==> src/rtl/ascii_num_parser_if.sv <==
// Character-in / result-out bundle for the ASCII number parser.
// master: character source and result consumer side; slave: the parser.
// Handshakes are valid/ready on both the character and the result channel.
interface ascii_num_parser_if #(
    parameter int WIDTH = 32
);
    logic [7:0]       in_data;
    logic             in_valid;
    logic             in_ready;
    logic [WIDTH-1:0] out_value;
    logic             out_hex;
    logic             out_error;
    logic             out_valid;
    logic             out_ready;

    modport master (
        output in_data, in_valid, out_ready,
        input  in_ready, out_value, out_hex, out_error, out_valid
    );

    modport slave (
        input  in_data, in_valid, out_ready,
        output in_ready, out_value, out_hex, out_error, out_valid
    );
endinterface

==> src/rtl/ascii_num_parser.sv <==
// Purpose: parse whitespace-terminated ASCII decimal (optional '-') or 'h'-prefixed hex tokens into WIDTH-bit values.
// Latency: result valid the cycle after the terminating whitespace is accepted; one dead input cycle per token.
// Backpressure: in_ready drops while a result is pending; result is held until out_ready. Macro ASCII_NUM_UNDERSCORE_EN enables '_' separators.
module ascii_num_parser #(
    parameter int WIDTH = 32
) (
    input  logic                clk,
    input  logic                rst_n,
    ascii_num_parser_if.slave   bus
);

    typedef enum logic [2:0] {
        IDLE = 3'd0,
        DEC  = 3'd1,
        HEX  = 3'd2,
        SKIP = 3'd3,
        OUT  = 3'd4
    } state_t;

    localparam logic [WIDTH+3:0] TEN     = (WIDTH+4)'(10);
    localparam logic [WIDTH-1:0] NEG_LIM = {1'b1, {(WIDTH-1){1'b0}}};
    localparam logic [WIDTH-1:0] ONE     = {{(WIDTH-1){1'b0}}, 1'b1};

    state_t           state_q, state_d;
    logic [WIDTH-1:0] acc_q, acc_d;
    logic             neg_q, neg_d;
    logic             hex_q, hex_d;
    logic             err_q, err_d;
    logic [7:0]       ndig_q, ndig_d;

    logic [7:0]       c;
    logic             is_ws, is_dec, is_alpha, is_minus, is_h, is_us;
    logic [3:0]       nib;
    logic [WIDTH+3:0] dec_wide, hex_wide;
    logic             dec_ovf, hex_ovf;
    logic             in_rdy, in_fire;
    logic [7:0]       ndig_inc;
    logic             term_err;

    assign c        = bus.in_data;
    assign in_rdy   = rst_n && (state_q != OUT);
    assign in_fire  = bus.in_valid && in_rdy;
    assign ndig_inc = (ndig_q == 8'hFF) ? ndig_q : ndig_q + 8'd1;
    // A terminator closes the token; an empty digit field or a too-large negative magnitude is an error.
    assign term_err = (ndig_q == 8'd0) || (neg_q && (acc_q > NEG_LIM));

    // Character classification and next-accumulator candidates with overflow detection.
    always_comb begin
        is_ws    = (c == 8'h20) || (c == 8'h09) || (c == 8'h0A) || (c == 8'h0D);
        is_dec   = (c >= 8'h30) && (c <= 8'h39);
        is_alpha = ((c >= 8'h61) && (c <= 8'h66)) || ((c >= 8'h41) && (c <= 8'h46));
        is_minus = (c == 8'h2D);
        is_h     = (c == 8'h68) || (c == 8'h48);
        is_us    = (c == 8'h5F);
        nib      = 4'h0;
        if (is_dec) begin
            nib = c[3:0];
        end else if (is_alpha) begin
            nib = c[3:0] + 4'd9;
        end
        // Exact value of acc*10+d and acc*16+d; any bit above WIDTH means overflow.
        dec_wide = ({4'b0000, acc_q} * TEN) + {{WIDTH{1'b0}}, nib};
        hex_wide = {acc_q, nib};
        dec_ovf  = |dec_wide[WIDTH+3:WIDTH];
        hex_ovf  = |hex_wide[WIDTH+3:WIDTH];
    end

    // Next-state and token accumulation.
    always_comb begin
        state_d = state_q;
        acc_d   = acc_q;
        neg_d   = neg_q;
        hex_d   = hex_q;
        err_d   = err_q;
        ndig_d  = ndig_q;
        unique case (state_q)
            IDLE: begin
                if (in_fire) begin
                    if (is_ws) begin
                        state_d = IDLE;
                    end else if (is_dec) begin
                        // acc is zero here, so dec_wide is just the digit.
                        acc_d  = dec_wide[WIDTH-1:0];
                        ndig_d = 8'd1;
                        if (dec_ovf) begin
                            err_d   = 1'b1;
                            state_d = SKIP;
                        end else begin
                            state_d = DEC;
                        end
                    end else if (is_minus) begin
                        neg_d   = 1'b1;
                        ndig_d  = 8'd0;
                        state_d = DEC;
                    end else if (is_h) begin
                        hex_d   = 1'b1;
                        ndig_d  = 8'd0;
                        state_d = HEX;
                    end else begin
                        err_d   = 1'b1;
                        state_d = SKIP;
                    end
                end
            end
            DEC: begin
                if (in_fire) begin
                    if (is_dec) begin
                        if (dec_ovf) begin
                            err_d   = 1'b1;
                            state_d = SKIP;
                        end else begin
                            acc_d  = dec_wide[WIDTH-1:0];
                            ndig_d = ndig_inc;
                        end
                    end else if (is_ws) begin
                        err_d   = err_q || term_err;
                        state_d = OUT;
                    end
`ifdef ASCII_NUM_UNDERSCORE_EN
                    else if (is_us && (ndig_q != 8'd0)) begin
                        state_d = DEC;
                    end
`endif
                    else begin
                        err_d   = 1'b1;
                        state_d = SKIP;
                    end
                end
            end
            HEX: begin
                if (in_fire) begin
                    if (is_dec || is_alpha) begin
                        if (hex_ovf) begin
                            err_d   = 1'b1;
                            state_d = SKIP;
                        end else begin
                            acc_d  = hex_wide[WIDTH-1:0];
                            ndig_d = ndig_inc;
                        end
                    end else if (is_ws) begin
                        err_d   = err_q || term_err;
                        state_d = OUT;
                    end
`ifdef ASCII_NUM_UNDERSCORE_EN
                    else if (is_us && (ndig_q != 8'd0)) begin
                        state_d = HEX;
                    end
`endif
                    else begin
                        err_d   = 1'b1;
                        state_d = SKIP;
                    end
                end
            end
            SKIP: begin
                if (in_fire && is_ws) begin
                    err_d   = 1'b1;
                    state_d = OUT;
                end
            end
            OUT: begin
                if (bus.out_ready) begin
                    acc_d   = '0;
                    neg_d   = 1'b0;
                    hex_d   = 1'b0;
                    err_d   = 1'b0;
                    ndig_d  = 8'd0;
                    state_d = IDLE;
                end
            end
            default: begin
                state_d = IDLE;
            end
        endcase
    end

    // State and token registers with synchronous active-low reset.
    always_ff @(posedge clk) begin
        if (!rst_n) begin
            state_q <= IDLE;
            acc_q   <= '0;
            neg_q   <= 1'b0;
            hex_q   <= 1'b0;
            err_q   <= 1'b0;
            ndig_q  <= 8'd0;
        end else begin
            state_q <= state_d;
            acc_q   <= acc_d;
            neg_q   <= neg_d;
            hex_q   <= hex_d;
            err_q   <= err_d;
            ndig_q  <= ndig_d;
        end
    end

    // Result fields are derived from held registers, so they stay stable through OUT.
    assign bus.in_ready  = in_rdy;
    assign bus.out_valid = (state_q == OUT);
    assign bus.out_hex   = (state_q == OUT) && hex_q;
    assign bus.out_error = (state_q == OUT) && err_q;
    assign bus.out_value = ((state_q == OUT) && !err_q) ? (neg_q ? (~acc_q + ONE) : acc_q) : '0;

endmodule

==> src/flat_wrapper.sv <==
// flat-port wrapper written by rule: the top's interface ports become plain ports
module ascii_num_parser_flat 
#(
    parameter int WIDTH = 32
)
  (clk, rst_n, bus_in_data, bus_in_valid, bus_out_ready, bus_in_ready, bus_out_value, bus_out_hex, bus_out_error, bus_out_valid);
  ascii_num_parser_if #(.WIDTH(WIDTH)) bus_i ();
  input  logic clk;
  input  logic rst_n;
  input wire logic [$bits(bus_i.in_data)-1:0] bus_in_data;
  input wire logic [$bits(bus_i.in_valid)-1:0] bus_in_valid;
  input wire logic [$bits(bus_i.out_ready)-1:0] bus_out_ready;
  output wire logic [$bits(bus_i.in_ready)-1:0] bus_in_ready;
  output wire logic [$bits(bus_i.out_value)-1:0] bus_out_value;
  output wire logic [$bits(bus_i.out_hex)-1:0] bus_out_hex;
  output wire logic [$bits(bus_i.out_error)-1:0] bus_out_error;
  output wire logic [$bits(bus_i.out_valid)-1:0] bus_out_valid;
  assign bus_i.in_data = bus_in_data;
  assign bus_i.in_valid = bus_in_valid;
  assign bus_i.out_ready = bus_out_ready;
  assign bus_in_ready = bus_i.in_ready;
  assign bus_out_value = bus_i.out_value;
  assign bus_out_hex = bus_i.out_hex;
  assign bus_out_error = bus_i.out_error;
  assign bus_out_valid = bus_i.out_valid;
  ascii_num_parser #(.WIDTH(WIDTH)) u_core (.clk(clk), .rst_n(rst_n), .bus(bus_i));
endmodule
==> config.mk <==
export PLATFORM = sky130hd
export DESIGN_NAME = ascii_num_parser_flat
export DESIGN_NICKNAME = d
export VERILOG_FILES = /design/src/rtl/ascii_num_parser_if.sv /design/src/rtl/ascii_num_parser.sv /design/src/flat_wrapper.sv
export SDC_FILE = /design/constraint.sdc
export NUM_CORES = 1
export LEC_CHECK = 0
export BUFFER_PORTS_ARGS = -buffer_cell sky130_fd_sc_hd__clkbuf_2
export CORE_ASPECT_RATIO = 1.5
export CORE_MARGIN = 8
export CORE_UTILIZATION = 45
export DETAILED_ROUTE_END_ITERATION = 12
export PLACE_DENSITY = 0.7
export SYNTH_ARGS = -nofsm -noshare
export SYNTH_HDL_FRONTEND = slang
export SYNTH_SLANG_ARGS = --single-unit
==> constraint.sdc <==
create_clock -name clk -period 6.4 [get_ports clk]
set_input_delay 0.96 -clock clk [delete_from_list [all_inputs] [get_ports clk]]
set_output_delay 0.96 -clock clk [all_outputs]
set_load 0.01 [all_outputs]
==> impl_metrics.toml, run 1 <==
[clocking]
cts_hold_buffers = 0
cts_sinks = 46
clk_pin_slew_ns = 0.06
cts_tree = "done"
htreeDepth = 2
clockBufferDepth = 2
postCtsSetupBuffers = 0
cts_buffers = 5
clk-insertion-delay-late_ns = 0.29
clockRootBuffer = "clkbuf_16"
post_cts_resized = 0

[routing]
top_layer = "met4"
wl_met1_um = 7740
drc = 0
wire_per_inst_um = 16.5
dr_wl_met3_um = 849
drt_iter0_drc = 441
first_pass_iters = 6
ant_nets = 0
drt_wl_total_um = 18700
wl_met2_um = 9340
avgViaCountPerCell = 5.99
vias = 6785

[sta]
min_period_ns = 5.13
fin_tns_setup_ns = 0
tightest_slew_ns = 1.05
skew_ns = 0.00530
hold_viol = 0
maxSlewViolCount = 0
rsz0062_at_grt = "no"
max_freq_mhz = 195
setup_viol = 0
fin_crit_sh_pct = 80.1
maxSlewHeadroom_pct = 29.9

[cells_and_area]
layout-drive-gt1-share_pct = 10.6
diodes = 0
utilization_pct = 49.2
fillers = 1511
areaGrowthSynthToFinish_pct = 7.31
multi_input_area_um2 = 5400
ff_latch_area_um2 = 921
final_area_um2 = 7110
fin_nets = 1019

[grt]
grt_usage_pct = 19.5
grt_pass1_wl_um = 30600
grt_pass1_vias = 6425
overflow = 0
antenna_found_initial = 0
grt_max_degree = 50

[worst_hold_path]
hold_depth = 2
hp-class = "reg2reg"

[die]
fp.dieW_um = 115
initial_core_util_pct = 45.8
fp-row-count = 54
die_area_um2 = 18900
ioPinCount = 48
core_um2 = 14500
die_y_um = 165

[power]
total_power_uw = 737
swShare_pct = 32.3
p_int_uw = 499
ir_drop_v = 0.000111
p_leak_nw = 3.09
clockPowerShare_pct = 37.0
power_switching_uw = 238
power_per_cell_area_nw_per_um2 = 104
seq_power_share_pct = 41.4
comb_power_share_pct = 21.6

[yosys]
synth_cell_types = 85
synth_enable_flop_cells = 0
synth_area_um2 = 6630
synth.yosys.seq_area_share_pct = 13.9
syn_avg_cell_area_um2 = 7.24
yosysWarnings = 0
synth_flop_cell = "dfxtp_1"
synth_cells = 915
ys_seq_elements = 46
syn_nets = 999
async_reset_ff_share_pct = 0

[worst_setup_path]
crit_end = "u_core.ndig_q[6]"
reg2reg_depth = 14
startpoint_type = "register"
worstSetupPathType = "reg2reg"
rrSetupSlack_ns = 1.27
endpoint_kind = "register"
reg2reg_to = "u_core.ndig_q[6]"
crit_start = "u_core.acc_q[1]"
cp.required_ns = 6.62
cp_max_fo = 9
reg2reg_from = "u_core.acc_q[1]"
critPathArrivalTime_ns = 5.35

[placed_design]
dpl.hpwl_um = 14700
placed_area_um2 = 6960
port_buffers = 47
gp_congestion = 0.908

[job]
cap_viol_max_count = 0

[status]
outcome = "finished clean"
==> state kept, by name (all words and copies together) (netlist names) <==
register        cells
u_core.ndig_q       8
u_core.state_q      3
u_core.hex_q        1
u_core.acc_q       32
u_core.err_q        1
u_core.neg_q        1
==> per-stage QoR <==
step | setup slack, ns | std cells | hold WS (ns)
global placement | 1.17 | 1124 | 0.453
finish | 1.27 | 1132 | 0.466
global route | 0.959 | 1132 | 0.517
CTS | 1.35 | 1132 | 0.464
detailed placement | 1.07 | 1124 | 0.454
floorplan | 1.93 | 915 | 0.430
==> per-layer routing <==
metal / up-vias / GRT usage [%]
li1: 3363 / -
met1: 3170 / 22.2
met2: 204 / 35.7
met3: 48 / 1.39
met4: 0 / 9.90
met5: - / 0
==> layout by cell type (no fill, tap or decap), types with 17 or more instances in the layout <==
| cell | Yosys | final |
|---|---|---|
| dfxtp_1 | 46 | 46 |
| a21oi_1 | 47 | 47 |
| nor3_1 | 18 | 18 |
| o21ai_0 | 59 | 59 |
| inv_1 | 22 | 22 |
| xnor2_1 | 32 | 32 |
| mux2i_1 | 37 | 37 |
| clkbuf_2 | 0 | 47 |
| nor2_1 | 86 | 85 |
| or3_1 | 17 | 17 |
| ha_1 | 70 | 70 |
| nand2_1 | 161 | 161 |
| xor2_1 | 43 | 43 |
==> final cells by class <==
type                    instances  area share, %
repair buffers                 57           4.36
well taps                     196           3.45
multi-input cells             802           75.9
clock inverters                 2          0.176
flip-flops and latches         46           13.0
clock buffers                   6           1.95
inverters                      23           1.21
==> cells in the mapped netlist (4+ instances only) <==
cell / instances / area share [%]
and4_1: 5 / 0.66
or4_1: 7 / 0.79
nor4_1: 5 / 0.47
a211oi_2: 4 / 0.76
nand3b_1: 8 / 0.91
a21o_1: 13 / 1.5
and2_1: 5 / 0.47
dfxtp_1: 46 / 14
mux2i_1: 37 / 5.6
clkbuf_1: 34 / 1.9
o41ai_1: 6 / 0.79
ha_1: 70 / 13
nand3_1: 15 / 1.1
nand2b_1: 10 / 0.94
o21ai_1: 4 / 0.30
nor3_1: 18 / 1.4
a21oi_1: 47 / 3.6
o211ai_1: 11 / 1.2
o21bai_1: 4 / 0.45
xor2_1: 43 / 5.7
a31o_2: 4 / 0.53
inv_1: 22 / 1.2
a211oi_1: 7 / 0.79
or3_1: 17 / 1.6
nor2_1: 86 / 4.9
nand4_1: 15 / 1.4
or2_2: 4 / 0.38
and3_1: 13 / 1.2
buf_2: 4 / 0.30
o31ai_1: 14 / 1.6
xnor2_1: 32 / 4.2
o21ai_0: 59 / 4.5
nand2_1: 161 / 9.1
nor3b_1: 5 / 0.57
==> worst max-delay path: stages, from the launching register on <==
cell       delay, ns
dfxtp_1         0.46
ha_1            0.29
ha_1            0.24
fa_1            0.44
a211oi_2        0.39
o21ai_1         0.24
a211oi_1        0.33
o21bai_2        0.19
a211o_1         0.37
nor4bb_1        0.17
a311o_1         0.39
o2111ai_4       0.30
mux2i_1         0.72
o211ai_1        0.30
o22ai_1         0.22
==> power groups by stage <==
stage | logic [mW] | clock network, mW | registers [mW]
6_report | 0.159 | 0.273 | 0.305
2_1_floorplan | 0.129 | 0 | 0.301
5_1_grt | 0.175 | 0.286 | 0.306
3_3_place_gp | 0.156 | 0 | 0.311
4_1_cts | 0.157 | 0.278 | 0.304
3_5_place_dp | 0.156 | 0 | 0.311
==> worst min path at each step <==
stage               slack, ns      endpoint          from
global placement         0.45  u_core.hex_q  u_core.hex_q
CTS                      0.46  u_core.hex_q  u_core.hex_q
detailed placement       0.45  u_core.hex_q  u_core.hex_q
global route             0.52  u_core.hex_q  u_core.hex_q
finish                   0.47  u_core.hex_q  u_core.hex_q
floorplan                0.43  u_core.hex_q  u_core.hex_q
==> kinds of logic (layout without fill, tap and decap cells) <==
logic type               after synthesis  count (layout)  share of synthesized area [%]
AO/OA/AOI/OAI                        225             225                           23.4
multiplexers                          40              40                           6.16
buffers and inverters                 67              88                           4.72
flip-flops                            46              46                           13.9
adder cells (fa/ha/maj)               72              72                           13.8
AND/OR/NAND/NOR                      389             389                           27.9
XOR/XNOR                              76              76                           10.2
Note: power is estimated with default switching activity, not from simulation.
==> inputs of run 2 (changes only) <==
- PLACE_DENSITY: 0.7 -> 0.73
- clock period: 6.4 -> 4.6 ns (I/O delays scaled with it)
==> run 2 against run 1 <==
Effect of this change:
- cell area is 6.7% higher
- setup slack got worse by 1.1 ns
- sequential share of layout area decreased by 0.79 points
- non-clock buffer count grew 57
- sequential cell count stayed put
- worst hold slack better by 0.0056 ns
- largest cell class unchanged
==> impl_metrics.toml, run 2 (same netlist as run 1, synthesis figures left out) <==
[routing]
wire_per_inst_um = 17.0
ant_nets = 0
drt_iter0_drc = 593
first_pass_iters = 6
drc = 0
vias = 7163
drt_wl_total_um = 20200
avgViaCountPerCell = 6.03

[clocking]
htreeDepth = 2
clockBufferDepth = 2
clk-insertion-delay-late_ns = 0.29
cts_buffers = 5
cts_tree = "done"
clk_pin_slew_ns = 0.06
cts_sinks = 46
clockRootBuffer = "clkbuf_16"

[power]
power_per_cell_area_nw_per_um2 = 136
p_leak_nw = 3.39
ir_drop_v = 0.000144
total_power_mw = 1.03

[grt]
grt_pass1_wl_um = 33300
grt_usage_pct = 21.4
overflow = 0
antenna_found_initial = 0
grt_max_degree = 75
grt_pass1_vias = 6926

[cells_and_area]
final_common_cell = "nand2_1"
diodes = 0
stdcell_count = 1187
final_area_um2 = 7580
utilization_pct = 52.4
top_regs = "u_core.acc_q x32, u_core.ndig_q x8, u_core.state_q x3"
fin_nets = 1076
largest_register_ffs = 32
layout_common_cells = "nand2_1 (161), nor2_1 (85), ha_1 (69)"
areaGrowthSynthToFinish_pct = 14.4
regMostFlops = "u_core.acc_q"
layout-drive-gt1-share_pct = 16.0

[worst_setup_path]
cp_max_fo = 8
cpMaxStageDelayCell = "fa_1"
startpoint_type = "register"
worstPathCellList = "ha_1, ha_1, fa_1, a211oi_4, o211ai_1, buf_4, a21oi_1, o21bai_1, xnor2_1, or3_1, nor2_4, o2111ai_4, mux2_4, a21o_2, a211oi_1"
reg2reg_depth = 15
critPathArrivalTime_ns = 4.58
cp.required_ns = 4.78
critical_path.max_stage_delay_ns = 0.44
crit_path_frequent_cell = "ha_1"
endpoint_kind = "register"
worstSetupPathType = "reg2reg"

[placed_design]
gp_congestion = 0.958
placed_area_um2 = 7410
port_buffers = 47
dp.cells = 1181
pre_cts_ws_ns = 0.113
dpl.hpwl_um = 15900

[sta]
max_freq_mhz = 227
setup_ws_ns = 0.193
hold_viol = 0
fin_tns_setup_ns = 0
maxSlewHeadroom_pct = 49.2
skew_ns = 0.00446
fin_crit_sh_pct = 95.8
tightest_slew_ns = 0.762
setup_viol = 0
maxSlewViolCount = 0
rsz0062_at_grt = "no"
hold_ws_ns = 0.472
min_period_ns = 4.41

[die]
fp-row-count = 54
fp.dieW_um = 115
core_um2 = 14500
ioPinCount = 48
initial_core_util_pct = 45.8
die_area_um2 = 18900
die_y_um = 165

[worst_hold_path]
hold_depth = 2
hp-class = "reg2reg"

[job]
cap_viol_max_count = 0

[status]
outcome = "finished clean"
## run 2: cell types whose count changed in the layout (fill, tap and decap cells not counted), moves of 2 or more
cell,previous run,this run
o21ai_0,59,57
buf_12,0,2
o21ai_1,4,6
buf_4,10,65
## run 2: final timing paths
check / startpoint / endpoint / slack (ns)
max: u_core.acc_q[1] / u_core.acc_q[1] / 0.19
min: u_core.hex_q / u_core.hex_q / 0.47
max reg2reg: u_core.acc_q[1] / u_core.acc_q[1] / 0.19
min reg2reg: u_core.hex_q / u_core.hex_q / 0.47
## run 2: per-layer routing
| layer | GRT usage, % | vias up | part of all wire, % |
|---|---|---|---|
| met1 | 23.7 | 3376 | 40 |
| met2 | 39.6 | 251 | 51 |
| li1 | - | 3474 | - |
| met4 | 10.4 | 0 | 3.6 |
| met3 | 2.20 | 62 | 4.7 |
| met5 | 0 | - | 0 |
## run 2: final cells by class
cell class / count / area, um2
Fill cell: 1420 / 6880
Multi-Input combinational cell: 802 / 5430
Sequential cell: 46 / 922
Timing Repair Buffer: 114 / 763
Tap cell: 196 / 245
Clock buffer: 6 / 139
Inverter: 23 / 86.3
## run 2: where the power goes
group	internal [mW]	total (mW)	switching, mW
registers	0.405	0.424	0.0185
logic	0.0849	0.241	0.156
clock network	0.211	0.369	0.158
total	0.701	1.03	0.332
## run 2: timing repair
action	4_1_cts	5_1_grt
resized for setup	0	9
setup endpoints to repair	0	42
setup buffers	0	0
hold buffers	0	0
## run 2: critical path, delay by kind of cell, from the launching register on
kind                       cells  cell delay (ns)
adders and majority gates      3             0.97
DFF                            1             0.32
xor gates and xnor gates       1             0.16
and+or+nand+nor                2             0.60
buffers and inverters          1             0.20
muxes                          1             0.37
AOI/OAI and AO/OA              7             1.64
==> inputs of run 3 (changes only) <==
- REMOVE_ABC_BUFFERS: not set -> 1
==> run 3 against run 2 <==
Effect of this change:
- maximum frequency shrank 0.94%
- via count shrank 2.4%
- clock power grew 15%
- total power grew 4.8%
- largest cell class unchanged
- largest power group unchanged
- critical path type unchanged
- highest routed layer unchanged
==> impl_metrics.toml, run 3 (same netlist as run 1, synthesis figures left out) <==
[routing]
drt_wl_total_um = 20300
ant_nets = 0
vias = 6993
wire_per_inst_um = 17.1
drc = 0
avgViaCountPerCell = 5.90
first_pass_iters = 5
drt_iter0_drc = 553

[worst_setup_path]
endpoint_kind = "register"
crit_buf_inv = 1
worstPathCellList = "ha_1, ha_1, fa_1, a211oi_2, buf_4, o21ai_1, a211oi_1, o21bai_2, a211o_1, nor4bb_1, a311o_1, o2111ai_4, mux2_4, a21o_2, a211oi_1"
cpMaxStageDelayCell = "fa_1"
cp_max_fo = 8
cpLargestDelayFamily = "compound AO/OA/AOI/OAI gates"
startpoint_type = "register"
critPathArrivalTime_ns = 4.63
worstSetupPathType = "reg2reg"
cp.required_ns = 4.79
critical_path.max_stage_delay_ns = 0.42

[die]
core_um2 = 14500
initial_core_util_pct = 45.8
ioPinCount = 48
die_area_um2 = 18900
die_y_um = 165
fp.dieW_um = 115
fp-row-count = 54

[cells_and_area]
diodes = 0
layout-drive-gt1-share_pct = 15.5
areaGrowthSynthToFinish_pct = 14.1
ff_latch_area_um2 = 921
layout_common_cells = "nand2_1 (161), nor2_1 (85), ha_1 (70)"
largest_register_ffs = 32
fin_nets = 1072
stdcell_count = 1185
multi_input_area_um2 = 5410
top_regs = "u_core.acc_q x32, u_core.ndig_q x8, u_core.state_q x3"
fillers = 1442
regMostFlops = "u_core.acc_q"
final_common_cell = "nand2_1"

[power]
power_switching_uw = 341
p_leak_nw = 3.38
p_int_uw = 741
power_per_cell_area_nw_per_um2 = 143
comb_power_share_pct = 21.5
seq_power_share_pct = 39.2
clockPowerShare_pct = 39.3
swShare_pct = 31.5
ir_drop_v = 0.000156

[sta]
rsz0062_at_grt = "no"
min_period_ns = 4.45
tightest_slew_ns = 1.12
setup_ws_ns = 0.151
fin_crit_sh_pct = 96.7
maxSlewHeadroom_pct = 25.3
setup_viol = 0
fin_tns_setup_ns = 0
max_freq_mhz = 225
hold_viol = 0
skew_ns = 0.00614
maxSlewViolCount = 0

[clocking]
clk-insertion-delay-late_ns = 0.29
cts_tree = "done"
clockBufferDepth = 2
postCtsSetupBuffers = 0
clockRootBuffer = "clkbuf_16"
cts_buffers = 5
htreeDepth = 2
clk_pin_slew_ns = 0.07
post_cts_resized = 0
cts_hold_buffers = 0
cts_sinks = 46

[grt]
grt_max_degree = 74
grt_pass1_wl_um = 33000
grt_usage_pct = 21.4
grt_pass1_vias = 6737
overflow = 0
antenna_found_initial = 0

[placed_design]
dp.cells = 1177
pre_cts_ws_ns = 0.0892
port_buffers = 47
gp_congestion = 0.918
dpl.hpwl_um = 16000

[job]
cap_viol_max_count = 0

[worst_hold_path]
hp-class = "reg2reg"

[status]
outcome = "finished clean"
==> run 3: per-layer routing <==
layer  part of all wire, %  track usage, %  up-vias
met5                     0               0        -
met4                   6.0            13.2        0
met3                   3.7            1.76       66
met2                    52            39.2      182
met1                    39            23.3     3270
li1                      -               -     3475
==> run 3: path summary, 6_finish.rpt <==
check	cells after the start	end	slack, ns	from
worst min register to register	2	u_core.hex_q	0.45	u_core.hex_q
worst max-delay path	15	u_core.acc_q[1]	0.15	u_core.acc_q[1]
worst min-delay path	2	u_core.hex_q	0.45	u_core.hex_q
worst max register to register	15	u_core.acc_q[1]	0.15	u_core.acc_q[1]
==> run 3: area by class of cell <==
class	instances	area share, %
Clock buffer	5	1.66
Sequential cell	46	12.2
Timing Repair Buffer	110	9.64
Clock inverter	3	0.530
Tap cell	196	3.25
Multi-Input combinational cell	802	71.6
Inverter	23	1.14
==> run 3: tightest hold or removal path, delay by kind of cell (launching register included) <==
kind	cells	cell delay (ns)
AOI/OAI and AO/OA	1	0.06
buffers and inverters	1	0.06
DFF	1	0.30
==> run 3: stage by stage <==
step / utilization (%) / instance area, um2 / total power, mW / hold slack (ns)
2_1_floorplan: - / 6400 / 0.573 / 0.429
3_3_place_gp: 51.0 / 7370 / 0.657 / 0.450
3_5_place_dp: 51.0 / 7370 / 0.658 / 0.449
4_1_cts: 52.1 / 7530 / 1.07 / 0.459
5_1_grt: 52.3 / 7560 / 1.12 / 0.482
6_report: 52.3 / 7560 / 1.08 / 0.455
==> run 3: power groups by stage <==
stage / logic (mW) / registers (mW) / clock network, mW
CTS: 0.227 / 0.423 / 0.423
detailed placement: 0.225 / 0.433 / 0
global placement: 0.224 / 0.433 / 0
finish: 0.232 / 0.425 / 0.425
floorplan: 0.143 / 0.430 / 0
global route: 0.254 / 0.425 / 0.442
